`src/rtl/mode_tick_gen.sv`:
```
// Two free-running tick dividers with a glitch-free mode selector that defers
// each switch to the target domain's next tick. Optional macro: SELECT_SYNC_EN.
module mode_tick_gen #(
    parameter int unsigned DIV_A = 500000,
    parameter int unsigned DIV_B = 50000000
) (
    input  logic clk,
    input  logic reset,
    input  logic select,
    output logic tick_a,
    output logic tick_b,
    output logic selected_tick,
    output logic mode,
    output logic switch_pending
);

    localparam int unsigned WA = (DIV_A > 2) ? $clog2(DIV_A) : 1;
    localparam int unsigned WB = (DIV_B > 2) ? $clog2(DIV_B) : 1;
    localparam logic [WA-1:0] A_MAX = WA'(DIV_A - 1);
    localparam logic [WB-1:0] B_MAX = WB'(DIV_B - 1);

    typedef enum logic [1:0] {
        RUN_A  = 2'b00,
        PEND_B = 2'b01,
        RUN_B  = 2'b10,
        PEND_A = 2'b11
    } state_t;

    logic [WA-1:0] cnt_a_q, cnt_a_d;
    logic [WB-1:0] cnt_b_q, cnt_b_d;
    logic          tick_a_q, tick_a_d;
    logic          tick_b_q, tick_b_d;
    logic          sel_q, sel_d;
    logic          sel_s;
    state_t        state_q, state_d;
    logic          mode_q, mode_d;
    logic          pend_q, pend_d;

`ifdef SELECT_SYNC_EN
    logic [1:0]    sync_q, sync_d;
`else
    logic          sync_q, sync_d;
`endif

    assign sel_s = sel_q;

    // Free-running dividers; ticks are registered copies of the terminal count.
    always_comb begin
        cnt_a_d  = cnt_a_q;
        cnt_b_d  = cnt_b_q;
        tick_a_d = 1'b0;
        tick_b_d = 1'b0;
        if (cnt_a_q == A_MAX) begin
            cnt_a_d  = '0;
            tick_a_d = 1'b1;
        end else begin
            cnt_a_d  = cnt_a_q + {{(WA-1){1'b0}}, 1'b1};
        end
        if (cnt_b_q == B_MAX) begin
            cnt_b_d  = '0;
            tick_b_d = 1'b1;
        end else begin
            cnt_b_d  = cnt_b_q + {{(WB-1){1'b0}}, 1'b1};
        end
    end

    // Input stage for the asynchronous select, ending in a sel register.
    always_comb begin
`ifdef SELECT_SYNC_EN
        sync_d = {sync_q[0], select};
        sel_d  = sync_q[1];
`else
        sync_d = select;
        sel_d  = sync_q;
`endif
    end

    // Mode FSM: a cancel beats a coincident target tick.
    always_comb begin
        state_d = state_q;
        case (state_q)
            RUN_A: begin
                if (sel_s) state_d = PEND_B;
                else       state_d = RUN_A;
            end
            PEND_B: begin
                if (!sel_s)       state_d = RUN_A;
                else if (tick_b_d) state_d = RUN_B;
                else              state_d = PEND_B;
            end
            RUN_B: begin
                if (!sel_s) state_d = PEND_A;
                else        state_d = RUN_B;
            end
            PEND_A: begin
                if (sel_s)         state_d = RUN_B;
                else if (tick_a_d) state_d = RUN_A;
                else               state_d = PEND_A;
            end
            default: state_d = RUN_A;
        endcase
        mode_d = (state_d == RUN_B) || (state_d == PEND_A);
        pend_d = (state_d == PEND_A) || (state_d == PEND_B);
    end

    // State and output registers, cleared immediately on reset.
    always_ff @(posedge clk or posedge reset) begin
        if (reset) begin
            cnt_a_q  <= '0;
            cnt_b_q  <= '0;
            tick_a_q <= 1'b0;
            tick_b_q <= 1'b0;
            sync_q   <= '0;
            sel_q    <= 1'b0;
            state_q  <= RUN_A;
            mode_q   <= 1'b0;
            pend_q   <= 1'b0;
        end else begin
            cnt_a_q  <= cnt_a_d;
            cnt_b_q  <= cnt_b_d;
            tick_a_q <= tick_a_d;
            tick_b_q <= tick_b_d;
            sync_q   <= sync_d;
            sel_q    <= sel_d;
            state_q  <= state_d;
            mode_q   <= mode_d;
            pend_q   <= pend_d;
        end
    end

    assign tick_a         = tick_a_q;
    assign tick_b         = tick_b_q;
    assign mode           = mode_q;
    assign switch_pending = pend_q;
    assign selected_tick  = mode_q ? tick_b_q : tick_a_q;

endmodule

```
`config.mk`:
```
export PLATFORM = sky130hd
export DESIGN_NAME = mode_tick_gen
export DESIGN_NICKNAME = d
export VERILOG_FILES = /design/src/rtl/mode_tick_gen.sv
export SDC_FILE = /design/constraint.sdc
export NUM_CORES = 1
export LEC_CHECK = 0
export ABC_CLOCK_PERIOD_IN_PS = 2450
export CORE_AREA = 2 2 65 67
export CTS_BUF_LIST = sky130_fd_sc_hd__clkbuf_8
export CTS_CLUSTER_DIAMETER = 150
export DETAILED_ROUTE_END_ITERATION = 16
export DIE_AREA = 0 0 67 69
export DONT_BUFFER_PORTS = 1
export GPL_TIMING_DRIVEN = 0
export PLACE_DENSITY = 0.79
export SLEW_MARGIN = 5
export SYNTH_ARGS = -nofsm -noshare
export SYNTH_HDL_FRONTEND = slang
export SYNTH_SLANG_ARGS = --single-unit
```
`constraint.sdc`:
```
create_clock -name clk -period 2.45 [get_ports clk]
set_clock_uncertainty 0.15 [all_clocks]
set_input_delay 0.6125 -clock clk [delete_from_list [all_inputs] [get_ports clk]]
set_output_delay 0.6125 -clock clk [all_outputs]
set_load 0.01 [all_outputs]
```
==> reports/qor.yml, run 1 <==
layout_common_cells: "52 x dfrtp_1, 20 x nor2_1, 18 x nand2_1"
hpwl_um: 3194
antenna_found_initial: 0
dr.first_iter.drc_count: 76
area_growth_pct: 7.085
ys_seq_area_frac: 0.5263
grt-ovfl-total: 0
grt_setup_unrepaired: "false"
setup_ws_ns: 0.1889
holdWs_ns: 0.1822
numCtsBuffers: 5
crit_required_ns: 2.53
layout.nets: 251
ys.flop_type: "dfrtp_1"
p_leak_nw: 1.115
synth_fp_nets: 242
route.detailed.drc: 0
cap_violations: 0
wirelength_um: 4418
gp_congestion: 0.9592
grt_pass1_vias: 1740
syn_inst: 237
fill_cells: 313
register_area_um2: 1301
cts_tree: "yes"
end_kind: "register"
avgSynthCellArea_um2: 10.43
cts.sink_count: 52
core_area_um2: 3914
worstPathArrival_ns: 2.34
clock_latency_ns: 0.30
tightest_slew_ns: 0.5512
num_vias: 1761
async_reset_ff_frac: 1.000
p_per_area_nw_per_um2: 507.0
synth.cell_area_um2: 2472
hold_viol: 0
multiInputGateArea_um2: 1106
layout_commonest_cell: "dfrtp_1"
grt_pass1_wl_um: 7659
max_clock_freq_ghz: 0.4423
pre_cts_ws_ns: -0.02430
fin_setup_tns_ns: 0
firstDrtPassIters: 4
min_period_over_period: 0.9229
utilization: 0.6765
yosysUniqueCellTypes: 40
die_h_um: 69
track_usage: 0.2136
post-place-cells: 288
design.die.area_um2: 4623
rows: 23
post_drt_wl_per_cell_um: 14.93
dieWidth_um: 67
viasPerCell: 5.949
grt_max_degree: 43
io-pin-count: 8
drive_gt1_frac: 0.1098
ys_ff_latch: 52
cp-start-kind: "register"
postCtsSetupBuffers: 0
period_needed_ns: 2.261
io_buffer_count: 0
peakVddDrop_uv: 295.5
stdcell_count: 296
h-tree-depth: 2
n_antenna_cell: 0
worstPathMaxFanout: 10
hold_path.class: "in2reg"
root_buffer: "clkbuf_8"
path_class: "reg2reg"
clkSlewWorstSetupHoldPaths_ns: 0.09
slew_headroom: 0.6305
synth_edf_count: 0
setup_viol: 0
postRouteAntennaNets: 0
clock_path_buffers: 2
ys_warn_count: 0
slew_viol_final: 0
outcome: "completed"
start_util: 0.6317
final cells by class:
| class | instances | area share |
|---|---|---|
| plain buffers | 5 | 0.01087 |
| clock buffers | 5 | 0.02599 |
| clock inverters | 2 | 0.003308 |
| inverters | 11 | 0.01560 |
| multi-input cells | 169 | 0.4178 |
| flip-flops and latches | 52 | 0.4915 |
| well taps | 50 | 0.02363 |
| repair buffers | 2 | 0.01134 |
path summary, 6_finish.rpt:
path,from,to,slack [ns],depth (start not counted)
max,cnt_b_q[0],mode,0.19,6
min,select,sel_d,0.18,0
max reg2reg,cnt_b_q[0],mode,0.19,6
min reg2reg,sel_d,sel_q,0.21,0
max in group asynchronous,reset,tick_a,1.13,3
min in group asynchronous,reset,cnt_a_q[11],0.54,2
what timing repair did:
action | 4_1_cts | 5_1_grt
hold buffers | 1 | 0
endpoints found under the hold margin | 10 | 0
endpoints found under the setup margin | 9 | 0
gates resized for setup | 1 | 0
flip-flops by register name, summed over array words and instances (netlist names):
register / cells
cnt_b_q: 26
cnt_a_q: 19
mode: 1
sel_d: 1
sel_q: 1
state_q: 1
switch_pending: 1
tick_a: 1
tick_b: 1
synth_stat cells, types with 5 or more instances:
library cell  count  share of area
nand2_1          18          0.027
dfrtp_1          52           0.53
xnor2_1          16          0.057
nand4_1          14          0.035
mux2i_1           5          0.020
nor3_1            5          0.010
or4_1             5          0.015
nand3_1           9          0.018
o31ai_1           6          0.018
nor2_1           20          0.030
or2_2             6          0.015
o21ai_0           7          0.014
xor2_1           12          0.043
nor4_1            8          0.020
inv_1            11          0.017
a21oi_1           8          0.016
cells by family after synthesis:
kind of cell             Yosys count  synth area share
adder cells (fa/ha/maj)            2           0.01012
flip-flops                        52            0.5263
multiplexers                       6           0.02480
AO/OA/AOI/OAI                     26           0.06933
AND/OR/NAND/NOR                  107            0.2419
buffers and inverters             16           0.02834
XOR/XNOR                          28           0.09919
stage by stage:
step	instance area, um^2	power [mW]
final	2648	1.342
after global routing	2648	1.394
after CTS	2648	1.358
after detailed placement	2555	0.9036
after global placement	2535	0.8995
after floorplan	2472	0.8945
report_power, final:
part           total (mW)  switching, mW  internal [mW]
registers           0.863        0.00209          0.861
logic              0.0238         0.0179        0.00590
clock network       0.456          0.265          0.191
total                1.34          0.285           1.06
critical path, cell delays in order (launching register included):
cell	delay, ns
dfrtp_1	0.42
ha_1	0.26
nand3_1	0.13
or2_2	0.32
clkbuf_1	0.24
o41ai_2	0.46
a21boi_0	0.22
per-layer routing:
layer  wire length, um  vias to the layer above  GRT usage
li1                  -                      865          -
met1              2025                      869     0.2804
met2              2206                       18     0.3333
met3               108                        9    0.05383
met4                78                        0    0.09070
met5                 0                        -          0
Power figures use the tool's default switching activity.
==> inputs of run 2 (changes only) <==
==> constraint.sdc (replaced) <==
create_clock -name clk -period 2.45 [get_ports clk]
set_clock_uncertainty 0.15 [all_clocks]
set_input_delay 0.1225 -clock clk [delete_from_list [all_inputs] [get_ports clk]]
set_output_delay 0.1225 -clock clk [all_outputs]
set_load 0.01 [all_outputs]
==> run 2 against run 1 <==
  * Hold slack got worse by 0.14 ns
  * Sequential power barely moved
  * Global-route usage did not move
  * Power barely moved
  * Design area rose by 0.38%
  * Clock power barely moved
  * Die area did not move
==> reports/qor.yml, run 2 (synthesis gave the netlist of run 1 again) <==
cts.sink_count: 52  # unchanged
stdcell_count: 297  # was 296
post-place-cells: 288  # unchanged
p_per_area_nw_per_um2: 505.5  # was 507.0 nW/um^2
grt_setup_unrepaired: "false"  # unchanged
peakVddDrop_uv: 298.2  # was 295.5 uV
tightest_slew_ns: 0.5524  # was 0.5512 ns
postRouteAntennaNets: 0  # unchanged
switching_power_uw: 285.1  # was 285.0 uW
h-tree-depth: 2  # unchanged
viasPerCell: 5.943  # was 5.949
layout.nets: 252  # was 251
io-pin-count: 8  # unchanged
drive_gt1_frac: 0.1093  # was 0.1098
track_usage: 0.2136  # unchanged
p_leak_nw: 1.120  # was 1.115 nW
cap_violations: 0  # unchanged
path_class: "reg2reg"  # unchanged
max_clock_freq_ghz: 0.4425  # was 0.4423 GHz
swShare: 0.2122  # was 0.2123
dieWidth_um: 67  # unchanged
post_dp_cell_area_um2: 2555  # unchanged
start_util: 0.6317  # unchanged
clock_latency_ns: 0.31  # was 0.30 ns
rows: 23  # unchanged
clkPwrFrac: 0.339  # was 0.340
antenna_found_initial: 0  # unchanged
firstDrtPassIters: 4  # unchanged
period_needed_ns: 2.260  # was 2.261 ns
core_area_um2: 3914  # unchanged
wirelength_um: 4407  # was 4418 um
outcome: "completed"  # unchanged
grt_pass1_vias: 1746  # was 1740
crit_start: "cnt_b_q[0]"  # unchanged
design.die.area_um2: 4623  # unchanged
internal_power_mw: 1.058  # was 1.057 mW
grt-ovfl-total: 0  # unchanged
gp_congestion: 0.9592  # unchanged
end_kind: "register"  # unchanged
cp-start-kind: "register"  # unchanged
crit_required_ns: 2.53  # about the same
seqPwrFrac: 0.642  # was 0.643
area_growth_pct: 7.490  # was 7.085%
slew_viol_final: 0  # unchanged
largestRegisters: "cnt_b_q x26, cnt_a_q x19"  # unchanged
fin_area_um2: 2658  # was 2648 um^2
largest_reg_flops: 26  # unchanged
cts_tree: "yes"  # unchanged
die_h_um: 69  # unchanged
clkSlewWorstSetupHoldPaths_ns: 0.09  # about the same
root_buffer: "clkbuf_8"  # unchanged
worstPathMaxFanout: 10  # unchanged
slew_headroom: 0.6297  # was 0.6305
layout_common_cells: "52 x dfrtp_1, 20 x nor2_1, 18 x nand2_1"  # unchanged
p_comb_frac: 0.018  # about the same
worstPathArrival_ns: 2.34  # about the same
reg2reg_from: "cnt_b_q[0]"  # unchanged
n_antenna_cell: 0  # unchanged
dr.first_iter.drc_count: 106  # was 76
num_vias: 1765  # was 1761
hpwl_um: 3194  # unchanged
fin_total_pwr_mw: 1.343  # was 1.342 mW
grt_pass1_wl_um: 7665  # was 7659 um
hold_viol: 0  # unchanged
io_buffer_count: 0  # unchanged
grt_max_degree: 43  # unchanged
post_drt_wl_per_cell_um: 14.84  # was 14.93 um
fin_setup_tns_ns: 0  # unchanged
numCtsBuffers: 5  # unchanged
hold_path.class: "in2async"  # was in2reg
min_period_over_period: 0.9223  # was 0.9229
route.detailed.drc: 0  # unchanged
clock_path_buffers: 2  # unchanged
regMostFlops: "cnt_b_q"  # unchanged
holdWs_ns: 0.04667  # was 0.1822 ns
setup_viol: 0  # unchanged
layout_commonest_cell: "dfrtp_1"  # unchanged
run 2: through the flow:
stage                     worst slack, ns  utilization
after detailed placement         -0.02430       0.6528
after global routing              0.01577       0.6790
final                              0.1903       0.6790
after CTS                          0.1990       0.6790
after floorplan                    0.4594            -
after global placement           -0.05180       0.6477
run 2: worst max-delay path, stage by stage (launching register included):
cell      delay, ns
dfrtp_1        0.42
ha_1           0.26
nand3_1        0.13
or2_2          0.32
clkbuf_1       0.24
o41ai_2        0.46
a21boi_0       0.22
run 2: final cells by class:
cell class                      count  area (um^2)
Clock buffer                        5        68.82
Timing Repair Buffer                3        40.04
Sequential cell                    52         1301
Tap cell                           50        62.56
Fill cell                         312         1256
Inverter                           11        41.29
Buffer                              5        28.78
Multi-Input combinational cell    169         1106
Clock inverter                      2        8.758
run 2: power by group through the flow:
| stage | logic, mW | clock network, mW | registers, mW |
|---|---|---|---|
| floorplan | 0.0148 | 0 | 0.880 |
| global placement | 0.0195 | 0 | 0.880 |
| detailed placement | 0.0236 | 0 | 0.880 |
| CTS | 0.0262 | 0.470 | 0.863 |
| global route | 0.0298 | 0.503 | 0.863 |
| finish | 0.0248 | 0.456 | 0.863 |
run 2: worst paths after layout:
kind	cells after the start	slack [ns]	end
max	6	0.19	mode
min	2	0.05	cnt_a_q[11]
max reg2reg	6	0.19	mode
min reg2reg	0	0.21	sel_q
max in group asynchronous	3	1.63	cnt_a_q[5]
min in group clk	0	0.21	sel_q
run 2: what timing repair did:
item | 4_1_cts | 5_1_grt
setup buffers | 0 | 0
hold buffers | 2 | 0
hold endpoints to repair | 53 | 0
resized for setup | 1 | 0
endpoints found under the setup margin | 9 | 0
run 2: per-layer routing:
layer / part of all wire / global-route usage / vias to the layer above
li1: - / - / 866
met1: 0.46 / 0.2804 / 870
met2: 0.50 / 0.3333 / 19
met3: 0.025 / 0.05383 / 10
met4: 0.019 / 0.09070 / 0
met5: 0 / 0 / -
